==> config.mk <==
export PLATFORM = sky130hd
export DESIGN_NAME = pc_fetch_unit
export DESIGN_NICKNAME = d
export VERILOG_FILES = /design/src/rtl/pc_fetch_unit.sv
export SDC_FILE = /design/constraint.sdc
export NUM_CORES = 1
export LEC_CHECK = 0
export CELL_PAD_IN_SITES_DETAIL_PLACEMENT = 0
export CELL_PAD_IN_SITES_GLOBAL_PLACEMENT = 1
export CORE_MARGIN = 5
export CORE_UTILIZATION = 36
export CTS_BUF_LIST = sky130_fd_sc_hd__clkbuf_4
export CTS_CLUSTER_SIZE = 28
export DETAILED_ROUTE_END_ITERATION = 10
export GPL_TIMING_DRIVEN = 0
export PLACE_DENSITY = 0.94
export SLEW_MARGIN = 20
export SYNTH_ARGS = -nofsm -noshare
export SYNTH_HDL_FRONTEND = slang
export SYNTH_SLANG_ARGS = --single-unit
==> constraint.sdc <==
create_clock -name clk -period 4.07 [get_ports clk]
set_input_delay 0.814 -clock clk [delete_from_list [all_inputs] [get_ports clk]]
set_output_delay 0.814 -clock clk [all_outputs]
set_load 0.02 [all_outputs]
==> src/rtl/pc_fetch_unit.sv <==
// PC owner and instruction fetch: req/ack to irom, valid/ready downstream.
// Optional `PC_MISALIGN_CHK_EN` traps misaligned next-PC at retire.
module pc_fetch_unit #(
  parameter logic [31:0] RESET_PC      = 32'h0000_0000,
  parameter int unsigned FETCH_TIMEOUT = 255
) (
  input  logic        clk,
  input  logic        rst_n,
  input  logic [1:0]  npc_op,
  input  logic [31:0] ext,
  input  logic [31:0] alu_c,
  input  logic        alu_f,
  output logic        irom_req,
  output logic [31:0] irom_addr,
  input  logic        irom_ack,
  input  logic [31:0] irom_rdata,
  output logic [31:0] inst,
  output logic        inst_valid,
  input  logic        inst_ready,
  output logic [31:0] pc,
  output logic [31:0] pc4,
  output logic        fetch_err
`ifdef PC_MISALIGN_CHK_EN
  ,
  output logic        misalign_err
`endif
);

  typedef enum logic [1:0] {
    IDLE,
    FETCH,
    HOLD,
    ERR
  } state_t;

  localparam logic [1:0] NPC_PC4  = 2'd0;
  localparam logic [1:0] NPC_BR   = 2'd1;
  localparam logic [1:0] NPC_JAL  = 2'd2;
  localparam logic [1:0] NPC_JALR = 2'd3;

  localparam logic [7:0] TO = 8'(FETCH_TIMEOUT);

  state_t      state;
  logic [7:0]  cnt;
  logic [7:0]  cnt_nxt;
  logic [31:0] pc_ext;
  logic [31:0] npc;
  logic        unused_alu_c0;

  assign unused_alu_c0 = alu_c[0];
  assign pc4       = pc + 32'd4;
  assign pc_ext    = pc + ext;
  assign cnt_nxt   = cnt + 8'd1;
  assign irom_addr = pc;

  // Next-PC select, only consumed when the held instruction retires
  always_comb begin
    npc = pc4;
    unique case (1'b1)
      (npc_op == NPC_PC4):  npc = pc4;
      (npc_op == NPC_BR):   npc = alu_f ? pc_ext : pc4;
      (npc_op == NPC_JAL):  npc = pc_ext;
      (npc_op == NPC_JALR): npc = {alu_c[31:1], 1'b0};
    endcase
  end

  // Fetch FSM with registered req/valid/error outputs
  always_ff @(posedge clk or negedge rst_n) begin
    if (!rst_n) begin
      state      <= IDLE;
      pc         <= RESET_PC;
      inst       <= 32'h0;
      inst_valid <= 1'b0;
      irom_req   <= 1'b0;
      fetch_err  <= 1'b0;
      cnt        <= 8'h0;
`ifdef PC_MISALIGN_CHK_EN
      misalign_err <= 1'b0;
`endif
    end else begin
      unique case (state)
        IDLE: begin
          irom_req <= 1'b1;
          cnt      <= 8'h0;
          state    <= FETCH;
        end
        FETCH: begin
          if (irom_ack) begin
            inst       <= irom_rdata;
            inst_valid <= 1'b1;
            irom_req   <= 1'b0;
            cnt        <= 8'h0;
            state      <= HOLD;
          end else if (cnt_nxt == TO) begin
            fetch_err <= 1'b1;
            irom_req  <= 1'b0;
            cnt       <= 8'h0;
            state     <= ERR;
          end else begin
            cnt <= cnt_nxt;
          end
        end
        HOLD: begin
          if (inst_valid && inst_ready) begin
`ifdef PC_MISALIGN_CHK_EN
            if (npc[1:0] != 2'b00) begin
              misalign_err <= 1'b1;
              inst_valid   <= 1'b0;
              state        <= ERR;
            end else begin
`else
            begin
`endif
              pc         <= npc;
              inst_valid <= 1'b0;
              irom_req   <= 1'b1;
              state      <= FETCH;
            end
          end
        end
        ERR: begin
          irom_req   <= 1'b0;
          inst_valid <= 1'b0;
        end
        default: state <= ERR;
      endcase
    end
  end

endmodule

Word level (Yosys, flattened, before mapping)
Index checks and enable logic that the tools add are counted.

Output and inout port bits: 131. Flip-flop bits (word level): 77. Word-level logic and storage cells: 49.

Bitwise logic cells: 1. Muxes and demuxes: 16. Reductions and logical operators: 12. Equality and inequality tests: 10. $add $sub $neg: 3.

Operators by type and width (count): case mux 32 bit (4 select lines) (1); adder 32 x 3 -> 32 bit (second input constant) (1); adder 32 bit (1); two-way mux 32 bit (1); two-way mux 8 bit (2); case mux 8 bit (2 select lines) (1); AND reduction 3 bit (3); adder 8 x 1 -> 8 bit (second input constant) (1); == test 2 bit (second input constant) (4); == test 8 bit (second input constant) (1); two-way mux 2 bit (3); case mux 2 bit (3 select lines) (1); AND reduction 2 bit (3); nonzero test 3 bit (2); two-way mux 1 bit (5); == test 2 x 1 -> 1 bit (second input constant) (2); zero test 2 bit (2); != test 2 bit (second input constant) (2); case mux 1 bit (4 select lines) (1); != test 3 bit (second input constant) (1); case mux 1 bit (3 select lines) (1); nonzero test 2 bit (1); logical AND 1 bit (1); inverter 1 bit (1).

Logic depth before layout (Yosys ltp)
Gate-level depths: netlist of the first run.

Depth in word-level cells: 5. Depth in mapped cells: 10. Depth with buffers taken out: 10.

Worst setup path after synthesis of the first run
No wires, ideal clock.

Kind: input to register. From: input port ext[0]. To: register pc[30] (netlist: irom_addr[30]). Required time: 3944 ps. Slack: 911 ps. Data arrival time: 3033 ps. Setup time: 126 ps. Cell stages on the path: 10. Buffers on the path: 0. Cell sequence: ha_1 -> fa_1 -> a211oi_1 -> or3_4 -> a21o_1 -> a21oi_4 -> a2111o_1 -> a31oi_1 -> nor2_1 -> o32a_1.

Word-level cells in the longest chain between the ends: 3.

RTL lines: from (decl) (RTL line 10) `input logic [31:0] ext,`; adder 32 bit (*) (RTL line 52) `assign pc_ext = pc + ext;`; two-way mux 32 bit (RTL line 61) `(npc_op == NPC_BR): npc = alu_f ? pc_ext : pc4;`; case mux 32 bit (4 select lines) (*) (RTL line 59) `unique case (1'b1)`; to (signal assigned) (RTL line 114) `pc <= npc;`; to (decl) (RTL line 20) `output logic [31:0] pc,`.

Every way passes the cells marked *; elsewhere a longest branch is shown, timed or not. A chain may end at the register's enable or synchronous reset.

Worst setup path in the final report of the first run
From: register pc[2] (netlist: irom_addr[2]). To: output port pc4[28].

Word-level cells in the longest chain between the ends: 1.

RTL lines: adder 32 x 3 -> 32 bit (RTL line 51) `assign pc4 = pc + 32'd4;`; to (decl) (RTL line 21) `output logic [31:0] pc4,`.

No other way between the ends.

==> results.sh, run 1 <==
export IMPL_status="finished, final reports clean"
export IMPL_die_x_um=140
export IMPL_antenna_found_initial=2
export IMPL_cts_hold_buf=0
export IMPL_p_clk_share_pct=20.0
export IMPL_io_pins=234
export IMPL_drt_pass1_iterations=7
export IMPL_path_buf_inv=1
export IMPL_cts_sinks=77
export IMPL_holdCritPathClass="in2async"
export IMPL_gr_usage_all_layers_pct=21.8
export IMPL_worstSkewPairLatency_ps=480
export IMPL_synth_warnings=0
export IMPL_grt_pass1_wl_mm=34.1
export IMPL_worstSetupPathType="reg2out"
export IMPL_drive_gt1_share_pct=12.2
export IMPL_first_iter_violations=448
export IMPL_crit_slowest_cell="clkdlybuf4s50_1"
export IMPL_peakVddDrop_uv=145
export IMPL_final_cell_mix="clkdlybuf4s50_1, dfrtp_1, nand2_1"
export IMPL_async_flop_share_pct=100
export IMPL_drtAntennaViolNets=0
export IMPL_cts_tree="yes"
export IMPL_wl_per_cell_um=18.9
export IMPL_syn_nets=817
export IMPL_fin_setup_tns_ps=0
export IMPL_finClkSkew_ps=26.5
export IMPL_timing_hold_ws_ps=317
export IMPL_tightest_slew_ps=913
export IMPL_avgSynthCellArea_um2=8.91
export IMPL_multi_input_area_mm2=0.00373
export IMPL_setup_viol=0
export IMPL_seqCellArea_mm2=0.00193
export IMPL_synth_distinct_cells=74
export IMPL_fill_cells=1529
export IMPL_fmaxAchievable_ghz=0.255
export IMPL_die_area_mm2=0.0195
export IMPL_num_rows=47
export IMPL_drc=0
export IMPL_fin_crit_ps=3930
export IMPL_final_common_cell="clkdlybuf4s50_1"
export IMPL_dpl_cell_area_mm2=0.00866
export IMPL_grt_overflow=0
export IMPL_cellPowerDensity_mw_per_mm2=273
export IMPL_grt_start_max_net_pins=42
export IMPL_viasPerCell=5.40
export IMPL_ys_flop_type="dfrtp_1"
export IMPL_cts_path_max_buffers=2
export IMPL_drv_cap=0
export IMPL_start_kind="register"
export IMPL_seq_power_share_pct=40.1
export IMPL_core_mm2=0.0165
export IMPL_vias=6227
export IMPL_fin_area_mm2=0.00886
export IMPL_cp_top_family="simple AND/OR/NAND/NOR gates"
export IMPL_internal_power_mw=1.50
export IMPL_yosys_area_top_type="dfrtp_1"
export IMPL_seq_area_frac_synth_pct=31.9
export IMPL_cts_buffers=9
export IMPL_initial_utilization_pct=36.6
export IMPL_min_period_over_period_pct=96.5
export IMPL_path_max_fanout=7
export IMPL_crit_required_ps=3260
export IMPL_p_switching_mw=0.912
export IMPL_synth_area_mm2=0.00605
export IMPL_clock_root_buffer="clkbuf_4"
export IMPL_synthCells=679
export IMPL_synth_edf_count=0
export IMPL_gp_congestion=0.893
export IMPL_crit_top_cell="nand3_2"
export IMPL_final_nets=1065
export IMPL_fp_dieH_um=140
export IMPL_slew_violations=0
export IMPL_yosys_area_top_type_share_pct=31.9
export IMPL_finalHoldViolCount=0
export IMPL_timing_slew_headroom_pct=39.1
export IMPL_htreeDepth=3
export IMPL_slowest_delay_ps=620
export IMPL_portBuffers=232
export IMPL_syn2layout_area_growth_pct=46.5
export IMPL_grt_pass1_vias=6255
export IMPL_p_leak_nw=3.88
export IMPL_netSwitchingFraction_pct=37.7
export IMPL_clk_pin_slew_worst_paths_ps=150
export IMPL_rsz0062_at_grt="false"
export IMPL_ys_ff_latch=77
export IMPL_worstPathCellList="ha_1 > and4_2 > nand3_2 > nor2_4 > nand3_2 > nor2_2 > xor2_1 > clkdlybuf4s50_1"
export IMPL_place_hpwl_mm=16.7
export IMPL_arrival_ps=3110
export IMPL_end_kind="primary output"
export IMPL_p_comb_share_pct=39.8
export IMPL_synth_area_leaders="dfrtp_1, ha_1, mux2_2"
export IMPL_drt_total_wl_mm=21.8
==> per-layer routing <==
layer	vias to the layer above	share of wire [%]	global-route usage (%)
met4	0	2.1	5.81
li1	2982	-	-
met5	-	0	0
met3	41	8.1	5.52
met1	2904	43	28.4
met2	300	47	36.2
==> worst register-to-register path: cells and delay by family (launching register included) <==
kind	cells	cell delay [ps]
adders and majority gates	2	700
DFF	1	460
and+or+nand+nor	2	270
AOI/OAI and AO/OA	6	1610
==> sequential cells by signal (all words and copies together) (netlist names) <==
signal,flops
cnt,8
fetch_err,1
inst,32
inst_valid,1
irom_addr,32
irom_req,1
state,2
==> cell type report <==
type / count / area share (%)
Multi-Input combinational cell: 527 / 42.1
Timing Repair Buffer: 237 / 26.8
Sequential cell: 77 / 21.8
Buffer: 63 / 4.12
Tap cell: 220 / 3.11
Clock buffer: 9 / 0.762
Clock inverter: 7 / 0.748
Inverter: 12 / 0.508
Antenna cell: 2 / 0.0565
==> timing repair <==
item / 4_1_cts / 5_1_grt
buffers inserted: 2 / 2
pin swaps: 1 / 0
gates resized for setup: 8 / 2
hold endpoints to repair: 0 / 0
setup endpoints to repair: 9 / 2
==> Yosys cell counts, drive strengths merged (2+ instances only) <==
master,n
dfrtp,77
nand2,71
o21ai,51
a21oi,49
nor2,42
buf,35
ha,34
xnor2,34
mux2,33
clkbuf,28
xor2,21
nand3,18
a21o,16
and3,14
a222oi,13
inv,12
nor3,12
nand4,9
a211oi,8
a221oi,7
nand2b,7
nor2b,6
o21bai,6
and4,5
a22oi,4
a31oi,4
and2,4
nand3b,4
o31ai,4
or3,4
a2111o,3
a21boi,3
mux2i,3
nor4,3
o211ai,3
o21a,3
o22ai,3
a2111oi,2
a221o,2
a22o,2
nor4b,2
o221ai,2
o31a,2
==> path summary, 6_finish.rpt <==
kind                               from       endpoint  slack (ps)  cells after the start
hold reg to reg               fetch_err      fetch_err         490                      1
setup / recovery           irom_addr[2]        pc4[28]         140                      8
min in group clk              fetch_err      fetch_err         490                      1
hold / removal                    rst_n       inst[24]         320                      1
max in group asynchronous         rst_n        inst[4]        3150                      2
setup reg to reg           irom_addr[0]  irom_addr[30]         950                     10
==> metrics by stage <==
step	instances	utilization (%)	worst slack, ps	power, mW
after floorplan	679	-	911	1.48
after global placement	1131	52.3	-752	1.93
after detailed placement	1132	52.4	99.8	1.95
after CTS	1150	53.5	44.0	2.43
after global routing	1154	53.6	13.8	2.55
final	1154	53.6	142	2.42
==> power by group through the flow <==
stage / Sequential (mW) / Combinational, mW / Clock, mW
floorplan: 1.07 / 0.408 / 0
global placement: 0.981 / 0.951 / 0
detailed placement: 0.986 / 0.962 / 0
CTS: 0.971 / 0.967 / 0.495
global route: 0.988 / 1.04 / 0.523
finish: 0.970 / 0.963 / 0.484
==> cells by family (layout without fill, tap and decap cells) <==
| kind of cell | Yosys count | in the layout | synth area share [%] |
|---|---|---|---|
| compound gates | 198 | 198 | 22.3 |
| xor+xnor | 55 | 55 | 8.09 |
| flops | 77 | 77 | 31.9 |
| simple gates | 203 | 203 | 17.0 |
| buf+inv | 75 | 328 | 6.79 |
| mux | 36 | 36 | 6.64 |
| other cells | 0 | 2 | 0 |
| fa+ha+maj | 35 | 35 | 7.36 |
(Power assumes the default switching activity.)
==> run 2: changes to the inputs <==
--- a/config.mk
+++ b/config.mk
@@ -12,7 +12,9 @@
 export CTS_BUF_LIST = sky130_fd_sc_hd__clkbuf_4
 export CTS_CLUSTER_SIZE = 28
 export DETAILED_ROUTE_END_ITERATION = 10
+export GPL_ROUTABILITY_DRIVEN = 0
 export GPL_TIMING_DRIVEN = 0
+export HOLD_SLACK_MARGIN = 0.02
 export PLACE_DENSITY = 0.94
 export SLEW_MARGIN = 20
 export SYNTH_ARGS = -nofsm -noshare
==> results of run 2 <==
The final DEF is identical to that of run 1; final timing and power are the same.
==> run 3: changes to the inputs <==
--- a/config.mk
+++ b/config.mk
@@ -20,3 +20,4 @@
 export SYNTH_ARGS = -nofsm -noshare
 export SYNTH_HDL_FRONTEND = slang
 export SYNTH_SLANG_ARGS = --single-unit
+export TNS_END_PERCENT = 1
==> results.sh, run 3 (synthesis results as in run 1) <==
export IMPL_min_period_over_period_pct=96.2
export IMPL_p_comb_share_pct=39.9
export IMPL_grt_overflow=0
export IMPL_cts_buffers=9
export IMPL_drt_total_wl_mm=21.7
export IMPL_num_rows=47
export IMPL_slew_violations=0
export IMPL_drtAntennaViolNets=0
export IMPL_drive_gt1_share_pct=12.2
export IMPL_use_met3_pct=5.18
export IMPL_cellPowerDensity_mw_per_mm2=273
export IMPL_netSwitchingFraction_pct=37.7
export IMPL_fp_dieH_um=140
export IMPL_cts_sinks=77
export IMPL_syn2layout_area_growth_pct=46.5
export IMPL_grt_start_max_net_pins=42
export IMPL_globalRoute_busiestLayer="met2"
export IMPL_path_max_fanout=7
export IMPL_dp_slack_ps=99.8
export IMPL_status="finished, final reports clean"
export IMPL_initial_utilization_pct=36.6
export IMPL_cts_hold_buf=0
export IMPL_portBuffers=232
export IMPL_finalHoldViolCount=0
export IMPL_antenna_found_initial=2
export IMPL_fmaxAchievable_ghz=0.255
export IMPL_timing_slew_headroom_pct=39.4
export IMPL_cts_tree="yes"
export IMPL_worst_slack_ps=155
export IMPL_arrival_ps=3100
export IMPL_vias=6232
export IMPL_crit_required_ps=3260
export IMPL_internal_power_mw=1.50
export IMPL_seq_power_share_pct=40.2
export IMPL_gr_usage_all_layers_pct=21.7
export IMPL_final_cell_mix="clkdlybuf4s50_1, dfrtp_1, nand2_1"
export IMPL_cts_path_max_buffers=2
export IMPL_core_mm2=0.0165
export IMPL_setup_viol=0
export IMPL_first_iter_violations=474
export IMPL_grt_pass1_wl_mm=34.1
export IMPL_clock_root_buffer="clkbuf_4"
export IMPL_die_x_um=140
export IMPL_holdCritPathClass="in2async"
export IMPL_htreeDepth=3
export IMPL_use_met1_pct=28.5
export IMPL_grt_pass1_vias=6233
export IMPL_p_clk_share_pct=20.0
export IMPL_start_kind="register"
export IMPL_drv_cap=0
export IMPL_final_common_cell="clkdlybuf4s50_1"
export IMPL_reg2reg_depth=10
export IMPL_p_switching_mw=0.910
export IMPL_final_nets=1064
export IMPL_timing_hold_ws_ps=322
export IMPL_viasPerCell=5.41
export IMPL_grtUsageMet2_pct=36.2
export IMPL_io_pins=234
export IMPL_fin_crit_ps=3920
export IMPL_power_mw=2.41
export IMPL_tightest_slew_ps=909
export IMPL_post_route_util_pct=53.6
export IMPL_fin_setup_tns_ps=0
export IMPL_clk_pin_slew_worst_paths_ps=160
export IMPL_die_area_mm2=0.0195
export IMPL_p_leak_nw=3.88
export IMPL_place_hpwl_mm=16.7
export IMPL_peakVddDrop_uv=145
export IMPL_finClkSkew_ps=26.2
export IMPL_worstSkewPairLatency_ps=470
export IMPL_end_kind="primary output"
export IMPL_drt_pass1_iterations=6
export IMPL_rsz0062_at_grt="false"
export IMPL_worstSetupPathType="reg2out"
export IMPL_wl_per_cell_um=18.8
export IMPL_drc=0
==> run 3: per-stage QoR <==
step           instances  area, um^2
3_5_place_dp        1132        8660
5_1_grt             1153        8860
6_report            1153        8860
3_3_place_gp        1131        8650
4_1_cts             1148        8830
2_1_floorplan        679        6050
==> run 3: worst paths after layout <==
kind	startpoint	endpoint	slack, ps
setup / recovery	irom_addr[2]	pc4[28]	150
hold / removal	rst_n	inst[27]	320
setup reg to reg	irom_addr[0]	irom_addr[30]	960
hold reg to reg	fetch_err	fetch_err	490
max in group asynchronous	rst_n	inst[4]	3140
min in group clk	fetch_err	fetch_err	490
==> run 3: power by group through the flow <==
stage | clock, mW | sequential (mW) | combinational [mW]
3_3_place_gp | 0 | 0.981 | 0.951
2_1_floorplan | 0 | 1.07 | 0.408
5_1_grt | 0.523 | 0.989 | 1.04
3_5_place_dp | 0 | 0.986 | 0.962
6_report | 0.482 | 0.970 | 0.963
4_1_cts | 0.495 | 0.971 | 0.967
==> run 3: cell type report <==
cell class,count,area [um^2]
diodes,2,5.00
plain buffers,63,365
clock buffers,9,67.6
clock inverters,7,66.3
fillers,1531,7670
inverters,12,45.0
multi-input cells,527,3740
flip-flops and latches,77,1930
well taps,220,275
repair buffers,236,2360
==> run 3: what timing repair did <==
| item | CTS | global route |
|---|---|---|
| setup endpoints to repair | 9 | 6 |
| buffers inserted | 0 | 3 |
| pin swaps | 1 | 1 |
| resized for setup | 9 | 2 |
==> run 3: routing by layer <==
layer	share of wire, %	up-vias
met5	0	-
met4	1.9	0
met3	7.3	37
met2	47	292
met1	43	2920
li1	-	2983
==> run 3: critical path: stages (launching register included) <==
cell             delay (ps)
dfrtp_2                 480
ha_1                    230
and4_2                  320
nand3_2                 190
nor2_4                  220
nand3_2                 190
nor2_2                  220
xor2_1                  160
clkdlybuf4s50_1         620
